$ cat src/rtl/fwd_hazard_ctrl.sv
// Forwarding-select and load-use hazard controller for a five-stage MIPS pipeline.
// Shadows the ID/EX, EX/MEM and MEM/WB register-usage fields so that EX forwarding selects and PC/IF/ID stall controls can be produced locally.
module fwd_hazard_ctrl #(
    parameter int CNT_W = 16
) (
    input  logic             clk,
    input  logic             reset,
    input  logic             id_valid,
    input  logic [4:0]       id_rs,
    input  logic [4:0]       id_rt,
    input  logic             id_uses_rs,
    input  logic             id_uses_rt,
    input  logic [4:0]       id_dest,
    input  logic             id_regwrite,
    input  logic             id_memread,
    input  logic             flush,
    output logic [1:0]       fa,
    output logic [1:0]       fb,
    output logic             stall,
    output logic             idex_bubble,
    output logic [CNT_W-1:0] stall_count
);

    localparam logic [1:0] SEL_IDEX  = 2'b00;
    localparam logic [1:0] SEL_MEMWB = 2'b01;
    localparam logic [1:0] SEL_EXMEM = 2'b10;

    logic [4:0] ex_rs, ex_rt, ex_dest;
    logic       ex_regwrite, ex_memread;
    logic [4:0] mem_dest, wb_dest;
    logic       mem_regwrite, wb_regwrite;

    logic       hazard;
    logic [1:0] fa_next, fb_next;

    // The EX/MEM producer is checked first because it holds the newest value of the register.
    function automatic logic [1:0] fwd_sel(
        input logic [4:0] src,
        input logic       uses,
        input logic [4:0] exd,
        input logic       exw,
        input logic [4:0] memd,
        input logic       memw
    );
        if (uses && exw && (exd != 5'd0) && (exd == src))
            return SEL_EXMEM;
        else if (uses && memw && (memd != 5'd0) && (memd == src))
            return SEL_MEMWB;
        else
            return SEL_IDEX;
    endfunction

    assign hazard = ex_memread & ex_regwrite & (ex_dest != 5'd0) & id_valid &
                    ((id_uses_rs & (ex_dest == id_rs)) | (id_uses_rt & (ex_dest == id_rt)));

    // A squashed instruction is discarded anyway, so it must never hold the front end.
    assign stall       = hazard & ~flush;
    assign idex_bubble = stall | flush | ~id_valid;

    assign fa_next = fwd_sel(id_rs, id_uses_rs, ex_dest, ex_regwrite, mem_dest, mem_regwrite);
    assign fb_next = fwd_sel(id_rt, id_uses_rt, ex_dest, ex_regwrite, mem_dest, mem_regwrite);

    // NOTE: sequential state uses non-blocking assignments so every register samples pre-edge values.
    always_ff @(posedge clk) begin
        if (reset) begin
            ex_rs        <= '0;
            ex_rt        <= '0;
            ex_dest      <= '0;
            ex_regwrite  <= 1'b0;
            ex_memread   <= 1'b0;
            mem_dest     <= '0;
            mem_regwrite <= 1'b0;
            wb_dest      <= '0;
            wb_regwrite  <= 1'b0;
            fa           <= SEL_IDEX;
            fb           <= SEL_IDEX;
            stall_count  <= '0;
        end else begin
            wb_dest      <= mem_dest;
            wb_regwrite  <= mem_regwrite;
            mem_dest     <= ex_dest;
            mem_regwrite <= ex_regwrite;

            if (idex_bubble) begin
                ex_rs       <= '0;
                ex_rt       <= '0;
                ex_dest     <= '0;
                ex_regwrite <= 1'b0;
                ex_memread  <= 1'b0;
                fa          <= SEL_IDEX;
                fb          <= SEL_IDEX;
            end else begin
                ex_rs       <= id_rs;
                ex_rt       <= id_rt;
                ex_dest     <= id_dest;
                ex_regwrite <= id_regwrite;
                ex_memread  <= id_memread;
                fa          <= fa_next;
                fb          <= fb_next;
            end

            if (stall && (stall_count != {CNT_W{1'b1}}))
                stall_count <= stall_count + CNT_W'(1);
        end
    end

endmodule

$ cat config.mk
export PLATFORM = sky130hd
export DESIGN_NAME = fwd_hazard_ctrl
export DESIGN_NICKNAME = d
export VERILOG_FILES = /design/src/rtl/fwd_hazard_ctrl.sv
export SDC_FILE = /design/constraint.sdc
export NUM_CORES = 1
export LEC_CHECK = 0
export BUFFER_PORTS_ARGS = -buffer_cell sky130_fd_sc_hd__buf_2
export CORE_MARGIN = 1
export CORE_UTILIZATION = 55
export CTS_BUF_LIST = sky130_fd_sc_hd__clkbuf_4 sky130_fd_sc_hd__clkbuf_8 sky130_fd_sc_hd__clkbuf_16
export CTS_CLUSTER_SIZE = 24
export DETAILED_ROUTE_END_ITERATION = 8
export PLACE_DENSITY = 0.91
export SYNTH_ARGS = -nofsm -noshare
export SYNTH_HDL_FRONTEND = slang
export SYNTH_SLANG_ARGS = --single-unit
$ cat constraint.sdc
create_clock -name clk -period 5.9 [get_ports clk]
set_clock_uncertainty 0.05 [all_clocks]
set_input_delay 1.18 -clock clk [delete_from_list [all_inputs] [get_ports clk]]
set_output_delay 1.18 -clock clk [all_outputs]
set_load 0.01 [all_outputs]
==> impl_metrics.ini <==
[outcome]
status = completed

[drt]
wirelength_mm = 3.561
via_count = 1436
wl_per_cell_um = 13.54
detail_route.vias_per_cell = 5.460
drt.antenna.violating_nets = 0
drc_viols = 0
drt_iter0_drc = 51
dr.pass1.iters = 4

[clock_tree]
cts_root_buffer = sky130_fd_sc_hd__clkbuf_4
cts_htree_levels = 2
cts.sinks = 33
clock_path_buffers = 2
clk_pin_slew_ns = 0.10
cts_inserted_buffers = 5
post_cts.resized_instances = 0
post_cts.repair.setup_buffers = 0
tritoncts = done
holdBufCountCts = 0
clock_latency_ns = 0.33

[grt]
largest_net_degree_at_the_start_of_global_routing = 28
grt_first_pass_wirelength_mm = 5.913
track_usage_pct = 23.95
global_route.overflow_total = 0
grt_antenna_before_repair = 0
first_global_vias = 1289

[setup_path]
crit_path_max_fanout = 12
critPathLaunch = id_rt[4]
endpoint_kind = output pin
r2r_setup_slack_ns = 3.44
crit_type = in2out
ff2ff_path_depth = 6
worst_setup_sp_type = input port
critical_path.reg2reg.startpoint = ex_dest[4]
critical_path_arrival_ns = 2.71
reg2reg_to = stall_count[10]
worst_ep_required_time_ns = 4.67

[layout]
nNetsFinal = 255
antenna-diode-count = 0
finalInstanceArea_um2 = 1949
syn_to_final_growth_pct = 19.48
post_route_cells_drive_above_1_share_pct = 25.86
filler_cell_count = 242

[sta]
fin_hold_ws_ns = 0.4436
setup_violations = 0
unrepaired_setup_endpoints_after_global_routing = no
slew_violations = 0
max_freq_mhz = 253.8
post-route-period-util_pct = 66.78
final_period_minus_worst_setup_slack_ns = 3.940
fin_setup_tns_ns = 0
hold_violations = 0
timing_worst_slew_pin_value_ns = 0.5862
maxSlewHeadroom_pct = 60.50

[power]
power-per-cell-area_nw_per_um2 = 222.8
p_int_w = 0.0003432
power.share.combinational_pct = 6.6
power_leakage_nw = 0.8899
p_switching_w = 0.00009106
netSwitchingFraction_pct = 20.97
clkPwrFrac_pct = 41.2
vdd.ir_drop.worst_mv = 0.2409
seq_power_share_pct = 52.2

[floorplan]
dieHeight_um = 56.47
pin_count = 45
placement_row_count = 19
start_util_pct = 58.66
core-area_um2 = 2781
die_area_um2 = 3188
horizontal_extent_of_the_die_um = 56.47

[synthesis]
mappedNetlistArea_um2 = 1632
synthesis.instances = 186
seq_area_frac_synth_pct = 40.49
ys.warnings.count = 0
avgSynthCellArea_um2 = 8.772
synth-simple-area-share_pct = 27.30
postSynth.topFlopCell = sky130_fd_sc_hd__dfxtp_1
synthXorXnorAreaFrac_pct = 15.03
main_combinational_cell_family_by_area_after_synthesis = simple AND/OR/NAND/NOR gates
muxShareOfSynthArea_pct = 2.071
compound_cell_area_share_of_the_yosys_netlist_pct = 10.43
post_synth_num_cell_types = 35
synth.net_count = 210
yosys_register_bits = 33
synth_enable_flop_cells = 0
adder_and_majority_cell_fraction_of_the_synthesized_area_pct = 0.7669
postSynth.asyncResetShare_pct = 0

[min_path]
hold_class = reg2reg
holdCritStartpoint = mem_regwrite
worstHoldEndpoint = fa[0]
hold_path_depth = 2

[placement]
port_buffers = 44
place_hpwl_mm = 2.595
routabilityCongestion = 0.8809
placed_cell_areas_um2 = 1861

[job]
drv.max_cap_violation_count = 0
-- worst max-delay path, stage by stage --
cell and delay (ns):
sky130_fd_sc_hd__buf_2 0.11, sky130_fd_sc_hd__xor2_1 0.13, sky130_fd_sc_hd__nor4_1 0.26, sky130_fd_sc_hd__and3_1 0.43, sky130_fd_sc_hd__o21ai_0 0.29, sky130_fd_sc_hd__nor2_1 0.16, sky130_fd_sc_hd__buf_2 0.14
-- final cells by class --
| class | count | area, µm² | share of cell area (%) |
|---|---|---|---|
| Clock buffer | 7 | 58.81 | 3.017 |
| Tap cell | 31 | 38.79 | 1.990 |
| Multi-Input combinational cell | 138 | 907.1 | 46.53 |
| Sequential cell | 33 | 660.6 | 33.89 |
| Clock inverter | 1 | 30.03 | 1.540 |
| Inverter | 9 | 33.78 | 1.733 |
| Timing Repair Buffer | 44 | 220.2 | 11.30 |
-- stage by stage --
step	util, %	std cells	power (W)	setup WS [ns]
6_report	70.09	263	0.0004343	1.960
5_1_grt	70.09	263	0.0004516	1.879
4_1_cts	70.09	263	0.0004368	1.989
3_5_place_dp	66.89	255	0.0002606	1.998
3_3_place_gp	66.89	255	0.0002607	1.994
2_1_floorplan	-	186	0.0002480	2.598
-- cells by family (layout without fill, tap and decap cells) --
group / after synthesis / after routing
simple gates: 83 / 83
flops: 33 / 33
xor+xnor: 28 / 28
compound gates: 23 / 23
buf+inv: 15 / 61
mux: 3 / 3
fa+ha+maj: 1 / 1
-- placed cells by master, fill, tap and decap left out, types with 2 or more instances in the layout --
cell type                    n
sky130_fd_sc_hd__buf_2      44
sky130_fd_sc_hd__or4_1       2
sky130_fd_sc_hd__nor4_1      5
sky130_fd_sc_hd__nand4_1     5
sky130_fd_sc_hd__and3_1      9
sky130_fd_sc_hd__mux2_2      3
sky130_fd_sc_hd__and2_1      2
sky130_fd_sc_hd__clkbuf_4    6
sky130_fd_sc_hd__a21oi_1     3
sky130_fd_sc_hd__or2_2       2
sky130_fd_sc_hd__nand3_1     5
sky130_fd_sc_hd__inv_1       9
sky130_fd_sc_hd__nand2_1     5
sky130_fd_sc_hd__xor2_1     23
sky130_fd_sc_hd__nor3_1      4
sky130_fd_sc_hd__nor2b_1    11
sky130_fd_sc_hd__xnor2_1     5
sky130_fd_sc_hd__nor2_1     25
sky130_fd_sc_hd__or3_1       3
sky130_fd_sc_hd__dfxtp_1    33
sky130_fd_sc_hd__o21ai_0     6
sky130_fd_sc_hd__o2111ai_1   7
-- power by group through the flow --
stage	Clock [W]	Sequential, W	Combinational [W]
floorplan	0	0.000231	0.0000166
global placement	0	0.000232	0.0000285
detailed placement	0	0.000232	0.0000286
CTS	0.000181	0.000227	0.0000287
global route	0.000192	0.000227	0.0000319
finish	0.000179	0.000227	0.0000287
-- cell usage after synthesis (3+ instances only) --
| library cell | instances | area (µm²) |
|---|---|---|
| sky130_fd_sc_hd__and3_1 | 9 | 56.30 |
| sky130_fd_sc_hd__mux2_2 | 3 | 33.78 |
| sky130_fd_sc_hd__nand2_1 | 5 | 18.77 |
| sky130_fd_sc_hd__o21ai_0 | 6 | 30.03 |
| sky130_fd_sc_hd__xor2_1 | 23 | 201.4 |
| sky130_fd_sc_hd__nor3_1 | 4 | 20.02 |
| sky130_fd_sc_hd__nor2_1 | 25 | 93.84 |
| sky130_fd_sc_hd__or3_1 | 3 | 18.77 |
| sky130_fd_sc_hd__nor2b_1 | 11 | 68.82 |
| sky130_fd_sc_hd__nor4_1 | 5 | 31.28 |
| sky130_fd_sc_hd__a21oi_1 | 3 | 15.01 |
| sky130_fd_sc_hd__nand4_1 | 5 | 31.28 |
| sky130_fd_sc_hd__nand3_1 | 5 | 25.02 |
| sky130_fd_sc_hd__o2111ai_1 | 7 | 61.31 |
| sky130_fd_sc_hd__inv_1 | 9 | 33.78 |
| sky130_fd_sc_hd__clkbuf_1 | 4 | 15.01 |
| sky130_fd_sc_hd__dfxtp_1 | 33 | 660.6 |
| sky130_fd_sc_hd__xnor2_1 | 5 | 43.79 |
-- state kept, by name, summed over array words and instances (netlist names) --
register / flops
ex_dest: 5
ex_memread: 1
ex_regwrite: 1
fa: 2
fb: 2
mem_dest: 5
mem_regwrite: 1
stall_count: 16
-- routing by layer --
metal	up-vias	track usage [%]	wire, µm
li1	739	-	-
met1	645	34.30	1764
met2	48	35.46	1572
met3	4	5.069	187
met4	0	8.362	36
met5	-	0	0
-- how the worst max path moves through the flow --
stage                        to  slack, ns  depth (start not counted)
after global routing      stall       1.88                          7
after CTS                 stall       1.99                          7
after detailed placement  stall       2.00                          7
after global placement    stall       1.99                          7
final                     stall       1.96                          7
after floorplan           stall       2.60                          5
No activity file was read; power rests on OpenSTA's default activity.
